**config.mk**
```make
export PLATFORM = sky130hd
export DESIGN_NAME = bin_to_rns_9_8_7_serial
export DESIGN_NICKNAME = d
export VERILOG_FILES = /design/src/rtl/bin_to_rns_9_8_7_serial.sv
export SDC_FILE = /design/constraint.sdc
export NUM_CORES = 1
export LEC_CHECK = 0
export BUFFER_PORTS_ARGS = -buffer_cell sky130_fd_sc_hd__buf_2
export CORE_ASPECT_RATIO = 1.4
export CORE_MARGIN = 3
export CORE_UTILIZATION = 50
export CTS_CLUSTER_DIAMETER = 40
export DETAILED_ROUTE_END_ITERATION = 8
export PLACE_DENSITY = 0.76
export SETUP_SLACK_MARGIN = 0.5
export SYNTH_ARGS = -nofsm -noshare
export SYNTH_HDL_FRONTEND = slang
export SYNTH_SLANG_ARGS = --single-unit
```
**constraint.sdc**
```tcl
create_clock -name clk_in -period 1.45 [get_ports clk_in]
set_input_delay 0 -clock clk_in [delete_from_list [all_inputs] [get_ports clk_in]]
set_output_delay 0 -clock clk_in [all_outputs]
set_load 0.05 [all_outputs]
```
**src/rtl/bin_to_rns_9_8_7_serial.sv**
```systemverilog
// bin_to_rns_9_8_7_serial
// Bit-serial forward converter from an unsigned binary operand to the
// residue triple for moduli {9, 8, 7} (dynamic range 0..503). The operand
// is consumed MSB first, one bit per clock, so a conversion takes IN_WIDTH
// cycles after the operand is accepted.
//
// Ports:
//   clk_in         clock, all state on rising edge
//   rst_n_in       synchronous active-low reset
//   bin_in         unsigned binary operand (IN_WIDTH bits)
//   in_valid_in    bin_in valid
//   in_ready_out   converter idle and able to accept an operand
//   r1_out         residue mod 9 (0..8)
//   r2_out         residue mod 8 (0..7)
//   r3_out         residue mod 7 (0..6)
//   out_valid_out  residues valid, held until out_ready_in
//   out_ready_in   consumer accepts residues
//   range_err_out  (only with BIN_TO_RNS_RANGE_CHECK_EN) operand was >= 504
//
// Optional feature macro: BIN_TO_RNS_RANGE_CHECK_EN adds range_err_out.
module bin_to_rns_9_8_7_serial #(
  parameter int unsigned IN_WIDTH = 9
) (
  input  logic                clk_in,
  input  logic                rst_n_in,
  input  logic [IN_WIDTH-1:0] bin_in,
  input  logic                in_valid_in,
  output logic                in_ready_out,
  output logic [3:0]          r1_out,
  output logic [2:0]          r2_out,
  output logic [2:0]          r3_out,
  output logic                out_valid_out,
  input  logic                out_ready_in
`ifdef BIN_TO_RNS_RANGE_CHECK_EN
  ,
  output logic                range_err_out
`endif
);

  localparam int unsigned CNT_W = $clog2(IN_WIDTH);

  typedef enum logic [1:0] {
    IDLE = 2'd0,
    BUSY = 2'd1,
    DONE = 2'd2
  } state_t;

  state_t              state;
  logic [IN_WIDTH-1:0] shreg;
  logic [CNT_W-1:0]    cnt;
  logic [3:0]          a9;
  logic [2:0]          a8;
  logic [2:0]          a7;

  logic                bit_in;
  logic [4:0]          t9;
  logic [3:0]          t7;
  logic [3:0]          a9_nx;
  logic [2:0]          a8_nx;
  logic [2:0]          a7_nx;

`ifdef BIN_TO_RNS_RANGE_CHECK_EN
  logic                op_big;
`endif

  // Horner step: acc <- (2*acc + b) mod m. Since acc < m, 2*acc + b < 2m,
  // so a single conditional subtract keeps the accumulator reduced.
  always_comb begin
    bit_in = shreg[IN_WIDTH-1];
    t9     = {a9, 1'b0} + {4'd0, bit_in};
    t7     = {a7, 1'b0} + {3'd0, bit_in};
    a9_nx  = (t9 >= 5'd9) ? 4'(t9 - 5'd9) : t9[3:0];
    a7_nx  = (t7 >= 4'd7) ? 3'(t7 - 4'd7) : t7[2:0];
    // mod 8 is simply the three most recently shifted-in bits
    a8_nx  = {a8[1:0], bit_in};
  end

  always_ff @(posedge clk_in) begin
    if (!rst_n_in) begin
      state         <= IDLE;
      shreg         <= '0;
      cnt           <= '0;
      a9            <= '0;
      a8            <= '0;
      a7            <= '0;
      r1_out        <= '0;
      r2_out        <= '0;
      r3_out        <= '0;
      in_ready_out  <= 1'b1;
      out_valid_out <= 1'b0;
`ifdef BIN_TO_RNS_RANGE_CHECK_EN
      op_big        <= 1'b0;
      range_err_out <= 1'b0;
`endif
    end else begin
      case (state)
        IDLE: begin
          if (in_valid_in) begin
            shreg        <= bin_in;
            a9           <= '0;
            a8           <= '0;
            a7           <= '0;
            cnt          <= CNT_W'(IN_WIDTH - 1);
            in_ready_out <= 1'b0;
            state        <= BUSY;
`ifdef BIN_TO_RNS_RANGE_CHECK_EN
            op_big       <= (bin_in >= IN_WIDTH'(504));
`endif
          end
        end

        BUSY: begin
          shreg <= {shreg[IN_WIDTH-2:0], 1'b0};
          a9    <= a9_nx;
          a8    <= a8_nx;
          a7    <= a7_nx;
          cnt   <= cnt - 1'b1;
          if (cnt == '0) begin
            r1_out        <= a9_nx;
            r2_out        <= a8_nx;
            r3_out        <= a7_nx;
            out_valid_out <= 1'b1;
            state         <= DONE;
`ifdef BIN_TO_RNS_RANGE_CHECK_EN
            range_err_out <= op_big;
`endif
          end
        end

        DONE: begin
          if (out_ready_in) begin
            out_valid_out <= 1'b0;
            in_ready_out  <= 1'b1;
            state         <= IDLE;
`ifdef BIN_TO_RNS_RANGE_CHECK_EN
            range_err_out <= 1'b0;
`endif
          end
        end

        default: begin
          state         <= IDLE;
          in_ready_out  <= 1'b1;
          out_valid_out <= 1'b0;
        end
      endcase
    end
  end

endmodule

```
==> results.md <==
Run status:
- The flow ran to the end, but the final reports show violations.
- The final reports fail on setup timing.

Floorplan:
- The die covers 0.004008 mm^2.
- In this run the core area contains 24 standard-cell rows.
- From left edge to right edge, the die measures 54.37 um.
- The effective utilization at floorplan is 52.44%.
- The die is 73.72 um tall.
- For this design the top-level I/O count stands at 25.
- The region available for standard cell placement spans 0.003123 mm^2.

Timing:
- The total count of max-transition violations in the final report is 0.
- For the final database, setup skew stands at 0.005428 ns.
- The timing-limited maximum frequency is 635.0 MHz.
- The number of hold violations in the final report is 0.
- Setup repair after global routing could not meet its margin everywhere.
- Setup slack on the critical path of the routed design comes to -0.1249 ns.
- The final critical path time including I/O delays and setup is 1.575 ns.
- The setup violation total in the final timing report is 4.
- The worst pin sits at a relative slew slack of 74.26%.
- The final-layout setup total negative slack is -0.3701 ns.
- After layout, the worst path uses 108.6% of the clock period.
- The actual slew at the worst max-slew pin is 0.3754 ns.

Clock tree:
- After clock tree synthesis, the clock-pin slew on the worst setup and hold paths is 0.07 ns.
- The clock passes through at most 2 buffers.
- The later pin in the worst-skew pair is clocked with a latency of 0.29 ns.
- The number of levels in the clock H-tree is 2.
- The clock tree root buffer cell is clkbuf_8.
- TritonCTS built the clock tree.
- Clock tree synthesis inserted a total of 5 buffers.
- The tree built by TritonCTS fans out to 36 sinks.

Synthesis:
- The top-area cell type share of the netlist area is 44.00%.
- The synthesized flop and latch total is 36.
- The synthesized net count is 203.
- Averaged over all synthesized cells, the footprint is 8.853 um^2.
- The number of warnings issued by yosys is 0.
- The number of enable-type register cells in the synthesized netlist is 0.
- Counting every instance in the synthesized netlist gives 185.
- Summed over all instances, the cell type with the most area after synthesis is dfxtp_1.
- The synthesized netlist occupies a cell area of 0.001638 mm^2.
- Ranked by total cell area, the synthesized netlist is headed by dfxtp_1 44%, o21ai_0 7.3%, a21oi_1 6.7%, ha_1 3.8%, nand3_1 2.8%.
- The number of distinct library cells after synthesis is 39.
- Summing the sequential cell areas from Yosys gives 44.00% of the chip area.
- Among all flip-flop cells after synthesis, the most frequent one is dfxtp_1.
- The fraction of synthesis flops using an asynchronous set or reset pin is 0%.

Placed design:
- Once detailed placement completed, the half-perimeter wirelength came to 2.978 mm.
- The worst setup slack before clock tree synthesis is -0.02960 ns.
- The count of buffers inserted at the top-level ports is 24.
- At the end of routability-driven placement, the weighted congestion stood at 0.8105.
- The placed instances occupy a cell area of 0.001917 mm^2.

Setup path:
- The worst stage delay on the critical path is 0.42 ns.
- STA classifies the critical path endpoint as a register.
- The setup check on the worst reg-to-reg path leaves a slack of -0.12 ns.
- The slowest stage cell on the critical path is mux2i_1.
- The critical path goes through buf_4 -> nor3_1 -> mux2i_1 -> o21ai_0.
- The cell family contributing the most delay on the critical path is multiplexers.
- Data on the critical path is required at its endpoint by 1.61 ns.
- Together, buffers and inverters on the worst path number 1.
- The worst setup path is of the reg -> reg kind.
- At the worst endpoint, the arrival time is 1.74 ns.
- The worst setup path is launched from a register.
- The peak fanout along the critical path is 6.

Global route:
- Global routing used 31.03% of the available tracks across all layers.
- The number of antenna violations at the first check in global routing came to 0.
- The maximum number of pins on one net before global-route repair is 20.
- Global routing consumed, on the met2 layer, 52.60% of the routing resources.
- For this run, global-route usage on met3 was measured as 6.897%.
- The first-pass GRT wire length is 8.687 mm.
- The global-route met1 utilization is 33.76%.
- The via count of the first global-routing pass came to 1752.
- The most used routing layer in global routing is met2.
- The total grt overflow is 0.

Route:
- The first detailed-routing pass ran for 4 iterations.
- The detail-routed net length per standard cell is 23.98 um.
- The number of DRC markers in iteration 0 is 79.
- The detailed router placed 1856 vias in this run.
- Wires add up to 6.785 mm.
- The remaining antenna violation count after routing is 0.
- For this run, design rule violations remaining after detail routing come to 0.
- Dividing the detail-routed via count by the number of cells gives 6.558.

Pwr:
- IR analysis of the VDD net gives a maximum drop of 0.9896 mV.
- The leakage component of the power is 1.031 nW.
- The cell area power density is 1181 mW/mm^2.

Layout:
- The count of filler cells inserted in the layout is 144.
- 0 antenna diodes ended up in the layout.
- Cells fill 88.38% of the core in the end.
- In the final layout, the share of cells above drive strength 1 is 61.48%.
- The multi-input logic area is 0.001320 mm^2.
- With fillers left out, the area of the finished cells amounts to 0.002760 mm^2.
- The area growth from synthesis to layout is 68.53%.
- The register area is 743.2 um^2.
- The number of nets in the layout is 262.

Run:
- Max-cap violations in this run came to 0.

Min path:
- In this run the worst hold path is classified as in -> reg.
worst register-to-register path, stage by stage, from the launching register on:
cell and delay [ns]:
dfxtp_4 0.38, buf_4 0.15, nor3_1 0.33, mux2i_1 0.42, o21ai_0 0.17
path summary, 6_finish.rpt:
check,from,endpoint,cells after the start
worst max-delay path,shreg[8],a9[3],4
worst max register to register,shreg[8],a9[3],4
worst min-delay path,out_ready_in,in_ready_out,3
worst min register to register,r1_out[1],r1_out[1],2
cell type report:
class / count / area share (%)
multi-input cells: 133 / 47.82
inverters: 7 / 1.496
well taps: 39 / 1.768
flip-flops and latches: 36 / 26.93
repair buffers: 61 / 18.50
clock buffers: 7 / 3.490
cells in the final DEF, fill, tap and decap left out, types with 3 or more instances in the layout:
master     Yosys  layout
o21ai_0       24       5
o21ai_2        0       9
clkbuf_4       0       3
a21oi_1       22       9
buf_6          0      14
mux2i_1        4       3
nand3_1        9       5
buf_4          2      19
buf_2          5      21
inv_4          0       3
ha_4           0       4
a21oi_2        0      11
nor2_1        11       5
a211oi_2       0       3
o21ai_1        0      10
nor2b_1        5       5
dfxtp_4        0       5
nand2_1        8       8
dfxtp_1       36      28
and3b_1        3       3
o22ai_2        0       4
nand3_4        0       3
dfxtp_2        0       3
o2bb2ai_2      0       4
clkbuf_8       0       7
nor2_4         0       5
logic make-up (layout without fill, tap and decap cells):
kind of cell             after synthesis  in the layout  share of synthesized area (%)
multiplexers                           4              4                          2.445
AND/OR/NAND/NOR                       49             49                          16.73
flip-flops                            36             36                          44.00
AO/OA/AOI/OAI                         73             74                          27.73
XOR/XNOR                               1              1                         0.5349
buffers and inverters                 17             75                          4.736
adder cells (fa/ha/maj)                5              5                          3.820
power by group:
part	leakage, nW	switching [mW]	internal [mW]
clock	0.0503	0.358	0.423
sequential	0.298	0.121	1.09
combinational	0.683	0.665	0.599
state kept, by name, indices dropped and copies added, names as in the netlist:
name           count
r1_out             4
cnt                4
a7                 3
r3_out             3
a8                 2
state              2
a9                 4
out_valid_out      1
r2_out             3
in_ready_out       1
shreg              9
synthesized netlist by cell type (all sizes together), types with 3 or more instances:
cell type and count:
a211oi 5, a21oi 22, and3b 3, buf 7, clkbuf 3, dfxtp 36
ha 5, inv 5, mux2i 4, nand2 8, nand3 9, nor2 11
nor2b 5, nor3 4, o21ai 24, o22ai 7, o2bb2ai 4
repair_timing:
action | 4_1_cts | 5_1_grt
setup buffers | 22 | 7
hold buffers | 0 | 0
gates cloned | 3 | 0
endpoints found under the setup margin | 36 | 39
resized for setup | 61 | 48
pin swaps | 26 | 17
routing by layer:
layer	vias to the layer above	wire length [um]
met4	0	295
met1	917	2632
li1	807	-
met5	-	0
met2	104	3484
met3	28	371
stage by stage:
stage	hold WS (ns)	total power, mW	instances
2_1_floorplan	0.1653	1.707	185
3_3_place_gp	0.2985	1.835	244
3_5_place_dp	0.3154	1.873	244
4_1_cts	0.01041	2.972	276
5_1_grt	0.03342	3.352	283
6_report	0.01408	3.259	283
Note: power is estimated with default switching activity, not from simulation.
